<file path="config.mk">
export PLATFORM = sky130hd
export DESIGN_NAME = param_ctrl_unit
export DESIGN_NICKNAME = d
export VERILOG_FILES = /design/src/rtl/param_ctrl_unit.sv
export SDC_FILE = /design/constraint.sdc
export NUM_CORES = 1
export LEC_CHECK = 0
export ABC_AREA = 1
export CORE_ASPECT_RATIO = 2
export CORE_MARGIN = 4
export CORE_UTILIZATION = 33
export DETAILED_ROUTE_END_ITERATION = 6
export PLACE_DENSITY = 0.58
export SLEW_MARGIN = 30
export SYNTH_ARGS = -nofsm -noshare
export SYNTH_HDL_FRONTEND = slang
export SYNTH_SLANG_ARGS = --single-unit
</file>
<file path="constraint.sdc">
create_clock -name clk -period 2.3 [get_ports clk]
set_input_delay 0.575 -clock clk [delete_from_list [all_inputs] [get_ports clk]]
set_output_delay 0.575 -clock clk [all_outputs]
set_load 0.02 [all_outputs]
</file>
<file path="src/rtl/param_ctrl_unit.sv">
// Serialised instruction unit: decodes one instruction at a time, owns a small
// register file and drives an external ALU through a start/done handshake with timeout.
module param_ctrl_unit #(
  parameter  int unsigned DATA_W      = 8,
  parameter  int unsigned REG_COUNT   = 4,
  parameter  int unsigned ALU_TIMEOUT = 15,
  localparam int unsigned SEL_W       = $clog2(REG_COUNT),
  localparam int unsigned INSTR_W     = 4 + 2 * SEL_W
) (
  input  logic               clk,
  input  logic               rst_n,
  input  logic               instr_valid,
  output logic               instr_ready,
  input  logic [INSTR_W-1:0] instr,
  input  logic [DATA_W-1:0]  imm_data,
  output logic               alu_start,
  output logic [2:0]         alu_op,
  output logic [DATA_W-1:0]  alu_a,
  output logic [DATA_W-1:0]  alu_b,
  input  logic               alu_done,
  input  logic [DATA_W-1:0]  alu_result,
  output logic [DATA_W-1:0]  out_data,
  output logic               out_valid,
  output logic               busy,
  output logic               err_illegal,
  output logic               err_timeout
);

  localparam int unsigned CNT_W = $clog2(ALU_TIMEOUT + 1);

  typedef enum logic [1:0] {
    S_IDLE     = 2'd0,
    S_DECODE   = 2'd1,
    S_ALU_WAIT = 2'd2
  } state_e;

  state_e             state_q,     state_d;
  logic [3:0]         op_q,        op_d;
  logic [SEL_W-1:0]   rd_q,        rd_d;
  logic [SEL_W-1:0]   rs_q,        rs_d;
  logic [DATA_W-1:0]  imm_q,       imm_d;
  logic [DATA_W-1:0]  regs_q [REG_COUNT];
  logic [DATA_W-1:0]  regs_d [REG_COUNT];
  logic [DATA_W-1:0]  alu_a_q,     alu_a_d;
  logic [DATA_W-1:0]  alu_b_q,     alu_b_d;
  logic [2:0]         alu_op_q,    alu_op_d;
  logic               alu_start_q, alu_start_d;
  logic [DATA_W-1:0]  out_data_q,  out_data_d;
  logic               out_valid_q, out_valid_d;
  logic [CNT_W-1:0]   cnt_q,       cnt_d;
  logic               err_ill_q,   err_ill_d;
  logic               err_to_q,    err_to_d;

  always_ff @(posedge clk or negedge rst_n) begin
    if (!rst_n) begin
      state_q     <= S_IDLE;
      op_q        <= '0;
      rd_q        <= '0;
      rs_q        <= '0;
      imm_q       <= '0;
      regs_q      <= '{default: '0};
      alu_a_q     <= '0;
      alu_b_q     <= '0;
      alu_op_q    <= '0;
      alu_start_q <= 1'b0;
      out_data_q  <= '0;
      out_valid_q <= 1'b0;
      cnt_q       <= '0;
      err_ill_q   <= 1'b0;
      err_to_q    <= 1'b0;
    end else begin
      state_q     <= state_d;
      op_q        <= op_d;
      rd_q        <= rd_d;
      rs_q        <= rs_d;
      imm_q       <= imm_d;
      regs_q      <= regs_d;
      alu_a_q     <= alu_a_d;
      alu_b_q     <= alu_b_d;
      alu_op_q    <= alu_op_d;
      alu_start_q <= alu_start_d;
      out_data_q  <= out_data_d;
      out_valid_q <= out_valid_d;
      cnt_q       <= cnt_d;
      err_ill_q   <= err_ill_d;
      err_to_q    <= err_to_d;
    end
  end

  always_comb begin
    state_d     = state_q;
    op_d        = op_q;
    rd_d        = rd_q;
    rs_d        = rs_q;
    imm_d       = imm_q;
    regs_d      = regs_q;
    alu_a_d     = alu_a_q;
    alu_b_d     = alu_b_q;
    alu_op_d    = alu_op_q;
    alu_start_d = 1'b0;
    out_data_d  = out_data_q;
    out_valid_d = 1'b0;
    cnt_d       = cnt_q;
    err_ill_d   = err_ill_q;
    err_to_d    = err_to_q;

    case (state_q)
      S_IDLE: begin
        if (instr_valid) begin
          op_d    = instr[INSTR_W-1 -: 4];
          rd_d    = instr[2*SEL_W-1 -: SEL_W];
          rs_d    = instr[SEL_W-1:0];
          imm_d   = imm_data;
          state_d = S_DECODE;
        end
      end

      S_DECODE: begin
        state_d = S_IDLE;
        if (!op_q[3]) begin
          // alu_start is registered here so it is high during the first wait cycle
          alu_a_d     = regs_q[rd_q];
          alu_b_d     = regs_q[rs_q];
          alu_op_d    = op_q[2:0];
          alu_start_d = 1'b1;
          cnt_d       = '0;
          state_d     = S_ALU_WAIT;
        end else begin
          case (op_q[2:0])
            3'b000: regs_d[rd_q] = regs_q[rs_q];
            3'b001: regs_d[rd_q] = imm_q;
            3'b010: begin
              out_data_d  = regs_q[rd_q];
              out_valid_d = 1'b1;
            end
            3'b011: ;
            default: err_ill_d = 1'b1;
          endcase
        end
      end

      S_ALU_WAIT: begin
        // done takes priority over a timeout landing in the same cycle
        if (alu_done) begin
          regs_d[rd_q] = alu_result;
          state_d      = S_IDLE;
        end else if (cnt_q == CNT_W'(ALU_TIMEOUT - 1)) begin
          err_to_d = 1'b1;
          state_d  = S_IDLE;
        end else begin
          cnt_d = cnt_q + CNT_W'(1);
        end
      end

      default: state_d = S_IDLE;
    endcase
  end

  assign instr_ready = (state_q == S_IDLE);
  assign busy        = !instr_ready;
  assign alu_start   = alu_start_q;
  assign alu_op      = alu_op_q;
  assign alu_a       = alu_a_q;
  assign alu_b       = alu_b_q;
  assign out_data    = out_data_q;
  assign out_valid   = out_valid_q;
  assign err_illegal = err_ill_q;
  assign err_timeout = err_to_q;

endmodule

</file>
==> impl_metrics.toml, run 1 <==
[clock_network]
cts_root_buf = "clkbuf_16"
cts.reportedPaths.clkPinSlew_ns = 0.06
cts_setup_buffers = 0
postCtsHoldBufs = 0
h-tree-depth = 3
cts_tree = "done"
cts-buffers-inserted = 9
clockBufferDepth = 2
numClockSinks = 85
clock_latency_ns = 0.34

[yosys]
synth.distinct_cells = 30
syn_inst = 513
yosysWarnings = 0
synth_top_area_share = 0.5226
synth_top_area_cell = "dfrtp_1"
synth_area_per_cell_um2 = 7.934
synth_area_um2 = 4070
yosysSeqAreaShare = 0.5226
synth_top_family_by_area = "simple AND/OR/NAND/NOR gates"
synthMuxAreaShare = 0
synthTopCellsByArea = "dfrtp_1, nand2_1, nand3_1"
yosys.area_share.simple = 0.3907
synth_nets = 543
synthAdderAreaFrac = 0.006148
synth_compound_gate_area_share = 0.03351
synth-seq-cells = 85
synth-xor-area-share = 0.002152

[grt]
grtUsageTotal = 0.1741
antenna_found_initial = 0
grt.overflow.total = 0
grt_pass1_vias = 3686
grt_max_degree = 58
grt_first_pass_wirelength_um = 18760

[place]
port_buffers = 60
pre_cts_ws_ns = 0.2987
hpwl_um = 8613
routabilityCongestion = 0.9052

[critical_path]
cp_num_cells = 3
crit_arrival_ns = 1.62
r2r-end = "regs_q[8]$_DFFE_PN0P_"
cp-startpoint = "state_q[0]$_DFFE_PN0P_"
cp_top_family = "buffers and inverters"
cp_max_fo = 5
worst-path-buf-inv = 2
max_stage_delay_ns = 0.54
slowest_stage = "clkdlybuf4s50_1"
crit_chain = "nor2_1 > inv_1 > clkdlybuf4s50_1"
endpoint_kind = "primary output"
reg2reg_from = "rd_q[1]$_DFFE_PN0P_"
r2r_slack_ns = 0.55
rr_worst_depth = 6
worstSetupPathType = "flip-flop to primary output"
critPathLaunchType = "flip-flop"
critPathRequiredTime_ns = 1.73

[floorplanning]
start_util = 0.3357
die_h_um = 165.1
core_area_um2 = 12120
die_w_um = 86.53
die_area_um2 = 14280
std_cell_rows = 57
ios = 61

[drt]
vias = 3680
drt-pass1-iter-count = 5
viasPerCell = 5.041
routed.top_layer = "met4"
totalWireLength_um = 11860
met1Wirelength_um = 4254
wl_per_cell_um = 16.24
drtAntennaViolNets = 0
route.met2.wl_um = 6425
drc = 0
drt-initial-drc-count = 336
wl_met3_um = 698

[pwr]
ir_drop_mv = 0.7328
p_int_w = 0.004300
power_leakage_nw = 2.618
netSwitchingFraction = 0.4409
power_density_nw_per_um2 = 1487
fin_total_pwr_w = 0.007691
pwr-share-seq = 0.341
switchingPower_w = 0.003391
combPwrFrac = 0.455
clockPowerShare = 0.204

[finish]
drive_gt1_frac = 0.1012
n_antenna_cell = 0
syn_to_final_growth_pct = 27.08
num-fill-cells = 1268
seq_area_um2 = 2127
multi_input_area_um2 = 1760
layout.nets = 608

[min_path]
hp-class = "input port to async pin"

[timing]
skew_ns = 0.006840
min_period_ns = 2.196
fmax_mhz = 455.3
final_max_slew_viol_count = 0
tightestPinTransition_ns = 0.7171
setup_viol = 0
min_period_over_period = 0.9548
finalHoldViolCount = 0
tns_ns = 0
slew_headroom = 0.5214
rsz0062_at_grt = "false"
setup_ws_ns = 0.1039

[flow_run]
maxCapViolCount = 0

[status]
outcome = "finished clean"
==> placed cells by master, fill, tap and decap left out, types with 3 or more instances in the layout <==
cell | synthesis | layout
nor2_2 | 3 | 3
a22oi_1 | 8 | 8
clkdlybuf4s50_1 | 0 | 58
clkinv_1 | 3 | 3
nand2_1 | 247 | 247
clkbuf_16 | 0 | 9
o21ai_1 | 6 | 6
buf_4 | 1 | 6
inv_2 | 10 | 10
dfrtp_1 | 85 | 85
inv_1 | 17 | 17
nand2_4 | 5 | 5
nand3_1 | 85 | 85
or2_2 | 7 | 7
nor2_4 | 6 | 6
o21ai_0 | 3 | 3
==> through the flow <==
| stage | cells | util | hold slack, ns | area, um2 |
|---|---|---|---|---|
| floorplan | 513 | - | 0.2794 | 4070 |
| global placement | 714 | 0.3997 | 0.4584 | 4846 |
| detailed placement | 714 | 0.3997 | 0.4675 | 4846 |
| CTS | 730 | 0.4264 | 0.1663 | 5170 |
| global route | 730 | 0.4266 | 0.1813 | 5172 |
| finish | 730 | 0.4266 | 0.1560 | 5172 |
==> routing by layer <==
metal  global-route usage  up-vias
met5                    0        -
met4              0.09433        0
met3              0.04220       28
met2               0.3131      140
met1               0.1821     1748
li1                     -     1764
==> worst register-to-register path, cell delays in order (launching register included) <==
cell     delay, ns
dfrtp_1       0.41
inv_1         0.10
nor2_2        0.56
inv_2         0.11
nor2_4        0.31
nand3_1       0.13
nand2_1       0.08
==> how the worst max path moves through the flow <==
stage / to / slack [ns]
4_1_cts: instr_ready / 0.01
3_3_place_gp: regs_q[21]$_DFFE_PN0P_ / 0.31
2_1_floorplan: busy / 0.71
6_report: busy / 0.10
5_1_grt: busy / 0.02
3_5_place_dp: regs_q[20]$_DFFE_PN0P_ / 0.30
==> power by group through the flow <==
stage	sequential [W]	combinational, W	clock (W)
after detailed placement	0.00265	0.00349	0
after global routing	0.00271	0.00386	0.00166
final	0.00262	0.00350	0.00157
after global placement	0.00263	0.00346	0
after CTS	0.00263	0.00351	0.00161
after floorplan	0.00277	0.00203	0
==> synthesized netlist by cell type, drive strengths merged <==
cell    instances
nand2         253
nand3          86
dfrtp          85
inv            28
nor2           11
o21ai           9
a22oi           8
buf             8
or2             8
clkbuf          4
clkinv          3
ha              2
nor3            2
o31ai           2
a21o            1
a31o            1
nand4           1
xnor2           1
==> repair_timing <==
action / 4_1_cts / 5_1_grt
gates resized for setup: 0 / 1
hold endpoints to repair: 0 / 0
endpoints found under the setup margin: 0 / 1
==> logic make-up after synthesis <==
kind of cell	count (synthesis)
AO/OA/AOI/OAI	21
flip-flops	85
buffers and inverters	43
XOR/XNOR	1
AND/OR/NAND/NOR	361
adder cells (fa/ha/maj)	2
==> flip-flops by register name, indices dropped and copies added (netlist names), 2 cells and up <==
register and cells:
alu_a 8, alu_b 8, alu_op 3, cnt_q 4
imm_q 8, op_q 4, out_data 8, rd_q 2
regs_q 32, rs_q 2, state_q 2
==> layout make-up <==
cell class / instances / area share
clock inverter: 7 / 0.01911
inverter: 31 / 0.02298
sequential: 85 / 0.4112
tap: 147 / 0.03556
timing repair buffer: 66 / 0.1272
clock buffer: 9 / 0.04354
multi-input combinational: 385 / 0.3403
Power figures use the tool's default switching activity.
==> run 2, diff against run 1 <==
--- a/config.mk
+++ b/config.mk
@@ -8,9 +8,11 @@
 export ABC_AREA = 1
 export CORE_ASPECT_RATIO = 2
 export CORE_MARGIN = 4
-export CORE_UTILIZATION = 33
+export CORE_UTILIZATION = 36
 export DETAILED_ROUTE_END_ITERATION = 6
-export PLACE_DENSITY = 0.58
+export GPL_TIMING_DRIVEN = 1
+export PLACE_DENSITY = 0.62
+export SKIP_LAST_GASP = 1
 export SLEW_MARGIN = 30
 export SYNTH_ARGS = -nofsm -noshare
 export SYNTH_HDL_FRONTEND = slang
==> run 2 against run 1 <==
Maximum frequency increased by 0.75%. Critical path type unchanged. Sequential share of layout area rose by 0.39 points. Largest power group unchanged. Register-to-register slack worse by 0.08 ns. Via count down 1.5%.
==> impl_metrics.toml, run 2 (same netlist as run 1, synthesis figures left out) <==
[finish]
layout.nets = 608
final_cell_mix = "nand2_1, nand3_1, dfrtp_1"
layout_commonest_cell = "nand2_1"
syn_to_final_growth_pct = 25.88
drive_gt1_frac = 0.1012
n_antenna_cell = 0
largest_reg_flops = 32
final_util = 0.4652
top_register = "regs_q"

[grt]
antenna_found_initial = 0
grt_max_degree = 60
grt.overflow.total = 0
gr-usage-met1 = 0.1825
grtUsageTotal = 0.1897
grt_pass1_vias = 3714
grt_first_pass_wirelength_um = 19060
busiest_layer = "met2"
use_met3 = 0.02848
met2_usage = 0.3618

[clock_network]
clock_latency_ns = 0.34
cts_root_buf = "clkbuf_16"
cts_tree = "done"
h-tree-depth = 3
cts_setup_buffers = 0
clockBufferDepth = 2
cts-resized-gates = 0
cts.reportedPaths.clkPinSlew_ns = 0.07
numClockSinks = 85
cts-buffers-inserted = 9
postCtsHoldBufs = 0

[floorplanning]
start_util = 0.3696
die_h_um = 158.4
die_w_um = 83.19
core_area_um2 = 11010
std_cell_rows = 54
ios = 61
die_area_um2 = 13170

[timing]
finalHoldViolCount = 0
tns_ns = 0
slew_headroom = 0.5867
min_period_over_period = 0.9477
fmax_mhz = 458.8
tightestPinTransition_ns = 0.6193
min_period_ns = 2.180
final_max_slew_viol_count = 0
rsz0062_at_grt = "false"
setup_viol = 0
skew_ns = 0.009949

[status]
outcome = "finished clean"

[critical_path]
cp_max_fo = 5
endpoint_kind = "primary output"
critPathLaunchType = "flip-flop"
worstSetupPathType = "flip-flop to primary output"
critPathRequiredTime_ns = 1.73
crit_arrival_ns = 1.60

[drt]
drc = 0
totalWireLength_um = 11880
wl_per_cell_um = 16.43
drt-initial-drc-count = 330
viasPerCell = 5.015
drt-pass1-iter-count = 4
drtAntennaViolNets = 0
vias = 3626

[place]
port_buffers = 60
hpwl_um = 8974
routabilityCongestion = 0.8638

[pwr]
power_leakage_nw = 2.593
power_density_nw_per_um2 = 1475
ir_drop_mv = 0.7474

[flow_run]
maxCapViolCount = 0

[min_path]
hp-class = "input port to async pin"
run 2: power breakdown:
part,switching [W],total [W],internal (W)
combinational,0.00230,0.00352,0.00122
sequential,0.000525,0.00265,0.00212
clock,0.000620,0.00139,0.000769
total,0.00345,0.00756,0.00411
run 2: cell type report:
| class | count | area [um2] |
|---|---|---|
| tap | 140 | 175.2 |
| inverter | 31 | 118.9 |
| timing repair buffer | 66 | 655.6 |
| multi-input combinational | 385 | 1760 |
| fill | 1082 | 5889 |
| sequential | 85 | 2127 |
| clock inverter | 6 | 47.55 |
| clock buffer | 10 | 239.0 |
run 2: worst paths after layout:
check / startpoint / endpoint / slack, ns / depth (start not counted)
min in group clk: err_illegal$_DFFE_PN0P_ / err_illegal$_DFFE_PN0P_ / 0.46 / 1
hold / removal: rst_n / regs_q[24]$_DFFE_PN0P_ / 0.15 / 1
setup reg to reg: rs_q[1]$_DFFE_PN0P_ / regs_q[9]$_DFFE_PN0P_ / 0.47 / 6
max in group asynchronous: rst_n / out_valid$_DFF_PN0_ / 1.51 / 2
hold reg to reg: err_illegal$_DFFE_PN0P_ / err_illegal$_DFFE_PN0P_ / 0.46 / 1
setup / recovery: state_q[0]$_DFFE_PN0P_ / instr_ready / 0.12 / 2
run 2: critical path, stage by stage (launching register included):
cell and delay [ns]:
dfrtp_1 0.45, nor2_1 0.18, clkdlybuf4s50_1 0.63
run 2: routing by layer:
| metal | part of all wire | wire, um |
|---|---|---|
| met5 | 0 | 0 |
| met1 | 0.34 | 3997 |
| met4 | 0.058 | 687 |
| met2 | 0.57 | 6717 |
| met3 | 0.040 | 475 |
run 2: through the flow:
stage | std cells | instance area [um2] | hold WS (ns) | total power, W | worst slack [ns]
global placement | 707 | 4837 | 0.4603 | 0.006183 | 0.3578
finish | 723 | 5124 | 0.1522 | 0.007559 | 0.1203
global route | 723 | 5124 | 0.1772 | 0.008092 | 0.008037
detailed placement | 707 | 4837 | 0.4488 | 0.006215 | 0.3576
floorplan | 513 | 4070 | 0.2794 | 0.004798 | 0.7147
CTS | 723 | 5124 | 0.1583 | 0.007624 | 0.09268
